## src/rtl/ps2_host_rx.sv

```systemverilog
// PS/2 host receiver: synchronise and filter clock/data, deframe 11-bit frames with odd parity and
// fold E0/F0 prefixes into key events. Define PS2_TIMEOUT_EN to abort stalled frames after TIMEOUT.
module ps2_host_rx #(
  parameter int unsigned FILTER_LEN = 8,
  parameter logic [15:0] TIMEOUT    = 16'd50000
) (
  input  logic       clk_sys,
  input  logic       reset,
  input  logic       ps2_clk,
  input  logic       ps2_data,
  output logic [7:0] byte_out,
  output logic       byte_strobe,
  output logic [7:0] key_code,
  output logic       key_ext,
  output logic       key_release,
  output logic       key_strobe,
  output logic       frame_err,
  output logic       busy
);

  typedef enum logic [1:0] {StIdle, StData, StParity, StStop} state_t;

  localparam logic [7:0] FiltLast = 8'(FILTER_LEN - 1);

  logic       clk_s1, clk_s2, data_s1, data_s2;
  logic       filt_q, filt_prev_q;
  logic [7:0] flt_cnt_q;
  logic       fall;

  state_t     state_q, state_d;
  logic [7:0] shift_q, shift_d;
  logic [2:0] bit_cnt_q, bit_cnt_d;
  logic       par_q, par_d;
  logic       ext_q, ext_d, rel_q, rel_d;
  logic [7:0] byte_d, key_code_d;
  logic       byte_stb_d, key_stb_d, key_ext_d, key_rel_d, err_d;
  logic       timeout_hit;

  always_ff @(posedge clk_sys or posedge reset) begin
    if (reset) begin
      clk_s1      <= 1'b1;
      clk_s2      <= 1'b1;
      data_s1     <= 1'b1;
      data_s2     <= 1'b1;
      filt_q      <= 1'b1;
      filt_prev_q <= 1'b1;
      flt_cnt_q   <= '0;
    end else begin
      clk_s1      <= ps2_clk;
      clk_s2      <= clk_s1;
      data_s1     <= ps2_data;
      data_s2     <= data_s1;
      filt_prev_q <= filt_q;
      // Any sample agreeing with the filtered level restarts the run count.
      if (clk_s2 != filt_q) begin
        if (flt_cnt_q == FiltLast) begin
          filt_q    <= clk_s2;
          flt_cnt_q <= '0;
        end else begin
          flt_cnt_q <= flt_cnt_q + 8'd1;
        end
      end else begin
        flt_cnt_q <= '0;
      end
    end
  end

  assign fall = filt_prev_q & ~filt_q;
  assign busy = (state_q != StIdle);

`ifdef PS2_TIMEOUT_EN
  logic [15:0] to_cnt_q;

  always_ff @(posedge clk_sys or posedge reset) begin
    if (reset) begin
      to_cnt_q <= '0;
    end else if (fall || state_q == StIdle) begin
      to_cnt_q <= '0;
    end else begin
      to_cnt_q <= to_cnt_q + 16'd1;
    end
  end

  assign timeout_hit = (state_q != StIdle) && (to_cnt_q == TIMEOUT);
`else
  logic unused_timeout;
  assign unused_timeout = ^TIMEOUT;
  assign timeout_hit    = 1'b0;
`endif

  always_comb begin
    state_d    = state_q;
    shift_d    = shift_q;
    bit_cnt_d  = bit_cnt_q;
    par_d      = par_q;
    ext_d      = ext_q;
    rel_d      = rel_q;
    byte_d     = byte_out;
    byte_stb_d = 1'b0;
    key_code_d = key_code;
    key_ext_d  = key_ext;
    key_rel_d  = key_release;
    key_stb_d  = 1'b0;
    err_d      = 1'b0;
    if (fall) begin
      unique case (state_q)
        StIdle: begin
          if (!data_s2) begin
            state_d   = StData;
            bit_cnt_d = '0;
            shift_d   = '0;
          end
        end
        StData: begin
          shift_d   = {data_s2, shift_q[7:1]};
          bit_cnt_d = bit_cnt_q + 3'd1;
          if (bit_cnt_q == 3'd7) state_d = StParity;
        end
        StParity: begin
          par_d   = data_s2;
          state_d = StStop;
        end
        StStop: begin
          state_d = StIdle;
          if (data_s2 && (^{shift_q, par_q})) begin
            byte_d     = shift_q;
            byte_stb_d = 1'b1;
            if (shift_q == 8'hE0) begin
              ext_d = 1'b1;
            end else if (shift_q == 8'hF0) begin
              rel_d = 1'b1;
            end else begin
              key_code_d = shift_q;
              key_ext_d  = ext_q;
              key_rel_d  = rel_q;
              key_stb_d  = 1'b1;
              ext_d      = 1'b0;
              rel_d      = 1'b0;
            end
          end else begin
            err_d = 1'b1;
            ext_d = 1'b0;
            rel_d = 1'b0;
          end
        end
        default: state_d = StIdle;
      endcase
    end
    if (timeout_hit) begin
      state_d = StIdle;
      err_d   = 1'b1;
      ext_d   = 1'b0;
      rel_d   = 1'b0;
    end
  end

  always_ff @(posedge clk_sys or posedge reset) begin
    if (reset) begin
      state_q     <= StIdle;
      shift_q     <= '0;
      bit_cnt_q   <= '0;
      par_q       <= 1'b0;
      ext_q       <= 1'b0;
      rel_q       <= 1'b0;
      byte_out    <= '0;
      byte_strobe <= 1'b0;
      key_code    <= '0;
      key_ext     <= 1'b0;
      key_release <= 1'b0;
      key_strobe  <= 1'b0;
      frame_err   <= 1'b0;
    end else begin
      state_q     <= state_d;
      shift_q     <= shift_d;
      bit_cnt_q   <= bit_cnt_d;
      par_q       <= par_d;
      ext_q       <= ext_d;
      rel_q       <= rel_d;
      byte_out    <= byte_d;
      byte_strobe <= byte_stb_d;
      key_code    <= key_code_d;
      key_ext     <= key_ext_d;
      key_release <= key_rel_d;
      key_strobe  <= key_stb_d;
      frame_err   <= err_d;
    end
  end

endmodule

```

## config.mk

```make
export PLATFORM = sky130hd
export DESIGN_NAME = ps2_host_rx
export DESIGN_NICKNAME = d
export VERILOG_FILES = /design/src/rtl/ps2_host_rx.sv
export SDC_FILE = /design/constraint.sdc
export NUM_CORES = 1
export LEC_CHECK = 0
export BUFFER_PORTS_ARGS = -buffer_cell sky130_fd_sc_hd__buf_4
export CAP_MARGIN = 20
export CORE_AREA = 10 10 79 81
export DETAILED_ROUTE_END_ITERATION = 8
export DIE_AREA = 0 0 89 91
export PLACE_DENSITY_LB_ADDON = 0.15
export SYNTH_ARGS = -nofsm -noshare
export SYNTH_HDL_FRONTEND = slang
export SYNTH_SLANG_ARGS = --single-unit
```

## constraint.sdc

```tcl
create_clock -name clk_sys -period 2.64 [get_ports clk_sys]
set_input_delay 0.132 -clock clk_sys [delete_from_list [all_inputs] [get_ports clk_sys]]
set_output_delay 0.132 -clock clk_sys [all_outputs]
set_load 0.02 [all_outputs]
```

Word-level counts from Yosys, hierarchy flattened
Cells that the tools add are included. W data, S select, Z words.

Bits in registers: 51. Bits in latches: 0. RAM bits: 0. Bits in read-only memories: 0. Output and inout port bits: 22. Memories: 0.

Add/subtract/negate cells: 2. $mul: 0. Div/mod/pow operators: 0. $lt $le $gt $ge: 0. Eq/ne operators: 12. Shift-type cells: 0. Muxes and demuxes: 26. Bitwise gates (word level): 4. Reduce and logical (&&, ||, !) cells: 13.

Operators by type and width (number): $mux W8 (3); $mux W1 (17); $eq A8 B8 Y1 const B (2); $pmux W8 S2 (1); $reduce_and A3 Y1 (5); $reduce_xor A9 Y1 (1); $add A8 B1 Y8 const B (1); $eq A8 B3 Y1 const B (1); $pmux W2 S4 (1); $ne A2 B2 Y1 const B (3); $pmux W3 S2 (1); $reduce_and A5 Y1 (1); $eq A2 B2 Y1 const B (2); $mux W2 (2); $reduce_and A2 Y1 (2); $reduce_bool A2 Y1 (2); $add A3 B1 Y3 const B (1); $eq A3 B3 Y1 const B (1); $mux W3 (1); $ne A3 B3 Y1 const B (1); $not A1 Y1 (3); $eq A2 B1 Y1 const B (1); $logic_not A2 Y1 (1); $and A1 B1 Y1 (1); other kinds (2) (2).

Logic depth before layout (Yosys ltp)
Depth after elaboration: 6. Gate-level depth with buffers: 6.

Worst setup path after synthesis
OpenSTA, ideal clock, no wires.

Path type: register to register. Start: register shift_q[0]. End: register key_code[4]. Setup time: 125 ps. Data arrival time: 1845 ps. Data required time: 2515 ps. Slack: 670 ps. Cell stages (with the launch flop): 5. Path through: dfrtp_1 -> or4b_2 -> o2111ai_1 -> mux2i_4 -> mux2_2.

Word-level cells in the longest chain between the ends: 3. Elaborated cells on any way between the ends: 7.

RTL lines: from (decl) (line 31) `logic [7:0] shift_q, shift_d;`; from (signal assigned) (line 174) `shift_q <= shift_d;`; $eq A8 B8 Y1 (tied with other cells) (line 130) `end else if (shift_q == 8'hF0) begin`; $not A1 Y1 (no source line) or $logic_and A1 B1 Y1 (tied branches); $reduce_and A5 Y1 (no source line) *; to (signal assigned) (line 181) `key_code <= key_code_d;`; to (decl) (line 13) `output logic [7:0] key_code,`.

Every way passes the cells marked *; elsewhere a longest branch is shown, timed or not. A chain may end at the register's enable or synchronous reset.

Worst setup path in the final report
Start: register shift_q[0]. End: register key_ext.

Word-level cells in the longest chain between the ends: 3. Elaborated cells on any way between the ends: 7.

RTL lines: $eq A8 B8 Y1 (tied with other cells) (line 130); $not A1 Y1 (no source line) or $logic_and A1 B1 Y1 (tied branches); $reduce_and A5 Y1 (no source line) *; to (signal assigned) (line 182) `key_ext <= key_ext_d;`; to (decl) (line 14) `output logic key_ext,`.

Marks and branches as above.

==> flow_metrics.tcl <==
set metrics [dict create \
    layout_common_cells "dfrtp_1, buf_4, inv_1, mux2_2, nor2_1" \
    fin_crit_ns 2.13 \
    final_area_um2 2680 \
    ys_types 40 \
    max_freq_ghz 0.469 \
    synth_edf_count 0 \
    clock_insertion_delay_worst_skew_ns 0.30 \
    power_uw 1900 \
    h-tree-depth 2 \
    nets 220 \
    core-area_um2 4660 \
    avgSynthCellArea_um2 12.8 \
    track_usage 0.111 \
    setup_ws_ns 0.506 \
    drive_above_1_share 0.310 \
    drt_iter0_markers 54 \
    worstMarginPinSlew_ns 0.411 \
    syn_area_um2 2280 \
    final-setup-viol-count 0 \
    fillers 390 \
    antenna_found_initial 0 \
    fin_skew_ns 0.00741 \
    path_class "reg -> reg" \
    grt_pass1_wl_um 7230 \
    hold_class "in -> async" \
    syn_inst 178 \
    rsz0062_at_grt "no" \
    async_reset_ff_frac 1.00 \
    cts.path.max_buffers 2 \
    multiInputGateArea_um2 912 \
    final_common_cell "dfrtp_1" \
    preCtsSetupSlack_ns 0.519 \
    via_count 1416 \
    start_util 0.490 \
    die_w_um 89 \
    final-hold-violation-count 0 \
    cts_setup_buffers 0 \
    clkSlewWorstSetupHoldPaths_ns 0.09 \
    wl_met2_um 2130 \
    synth_mux_area_frac 0.106 \
    yosysSeqAreaShare 0.563 \
    leakagePower_uw 0.00133 \
    synth_ff_type "dfrtp_1" \
    cts_resized 0 \
    synth-simple-area-share 0.0916 \
    cts_root_buf "clkbuf_8" \
    ys_ff_latch 51 \
    synthXorXnorAreaFrac 0.0784 \
    regArea_um2 1280 \
    vdd_drop_max_uv 450 \
    synth-compound-area-share 0.0850 \
    rows 25 \
    detail-route-antenna-nets 0 \
    pin_count 26 \
    met1_length_um 1870 \
    cts_buffers 5 \
    synth-warning-count 0 \
    via_per_inst 5.36 \
    end_kind "register" \
    routedWlPerCell_um 16.1 \
    cp_data_required_time_ns 2.83 \
    crit_fanout 10 \
    fin_setup_tns_ns 0 \
    grt_max_degree 52 \
    max_cap_viol_count 0 \
    whs_ns 0.286 \
    syn-num-nets 189 \
    dieArea_um2 8100 \
    antennaDiodeCount 0 \
    top_layer_used "met4" \
    synth_top_family_by_area "multiplexers" \
    p_per_area_nw_per_um2 710 \
    drtPass1Iterations 4 \
    io_buffers 25 \
    die_y_um 91 \
    fin_crit_sh 0.808 \
    dr_wl_met3_um 182 \
    dpl-instance-area_um2 2510 \
    area_delta_synth_final_pct 17.5 \
    first_global_vias 1551 \
    yosys.area_share.adder 0.0384 \
    clkSinkCount 51 \
    relSlewSlack 0.723 \
    postCtsHoldBufs 2 \
    grt_overflow 0 \
    drc 0 \
    gp_congestion 0.793 \
    cts_tree "built" \
    status "complete, no violations" \
    start_kind "register" \
    finalWirelength_um 4240 \
    dp_hpwl_um 3060 \
    cp.arrival_ns 2.32 \
    finalMaxSlewViolations 0 \
]
-- worst paths after layout --
| check | start | to | slack [ns] | depth (start not counted) |
|---|---|---|---|---|
| worst max-delay path | shift_q[0]$_DFFE_PP0P_ | key_ext$_DFFE_PP0P_ | 0.51 | 4 |
| worst min-delay path | reset | key_strobe$_DFF_PP0_ | 0.29 | 3 |
| worst max register to register | shift_q[0]$_DFFE_PP0P_ | key_ext$_DFFE_PP0P_ | 0.51 | 4 |
| worst min register to register | data_s1$_DFF_PP1_ | data_s2$_DFF_PP1_ | 0.36 | 0 |
| max in group asynchronous | reset | filt_prev_q$_DFF_PP1_ | 1.83 | 4 |
| min in group clk_sys | data_s1$_DFF_PP1_ | data_s2$_DFF_PP1_ | 0.36 | 0 |
-- critical path: stages, from the launching register on --
cell	delay [ns]
dfrtp_1	0.44
or4b_2	0.74
o2111ai_1	0.34
mux2i_4	0.20
mux2_2	0.31
-- cell type report --
class / count / share of cell area
tap: 54 / 0.0252
timing repair buffer: 30 / 0.0914
multi-input combinational: 106 / 0.340
clock inverter: 2 / 0.0131
inverter: 15 / 0.0210
clock buffer: 6 / 0.0308
sequential: 51 / 0.479
-- report_power, final --
group          switching (uW)  internal [uW]  total (uW)  leakage [uW]
Combinational             216            196         411      0.000580
Clock                     240            307         546     0.0000612
Sequential               83.0            865         948      0.000685
Total                     538           1370        1900       0.00133
-- sequential cells by signal, indices dropped and copies added (netlist names), 2 cells and up --
signal and count:
flt_cnt_q 8, state_q 2, shift_q 8, byte_out 8, bit_cnt_q 3, key_code 8
-- cell families (layout without fill, tap and decap cells) --
group | count (synthesis) | count (layout)
adder cells (fa/ha/maj) | 7 | 7
AND/OR/NAND/NOR | 39 | 39
flip-flops | 51 | 51
multiplexers | 19 | 19
AO/OA/AOI/OAI | 26 | 26
buffers and inverters | 21 | 53
XOR/XNOR | 15 | 15
-- layer usage --
layer / GRT usage / vias to the layer above
li1: - / 680
met1: 0.126 / 698
met2: 0.189 / 30
met3: 0.0340 / 8
met4: 0.0438 / 0
met5: 0 / -
-- synth_stat cells, drive strengths merged (4+ instances only) --
library cell   n  share of area
mux2          17          0.092
xnor2          8          0.031
nand2          7          0.012
xor2           4          0.015
inv           15          0.025
o21ai          4         0.0088
o22ai          4          0.011
dfstp          6          0.069
dfrtp         45           0.49
a22o          10          0.039
clkbuf         5         0.0082
nor2          12          0.020
ha             7          0.038
-- through the flow --
step / std cells / utilization
2_1_floorplan: 178 / -
3_3_place_gp: 251 / 0.538
3_5_place_dp: 252 / 0.540
4_1_cts: 262 / 0.569
5_1_grt: 264 / 0.576
6_report: 264 / 0.576
(Power assumes the default switching activity.)
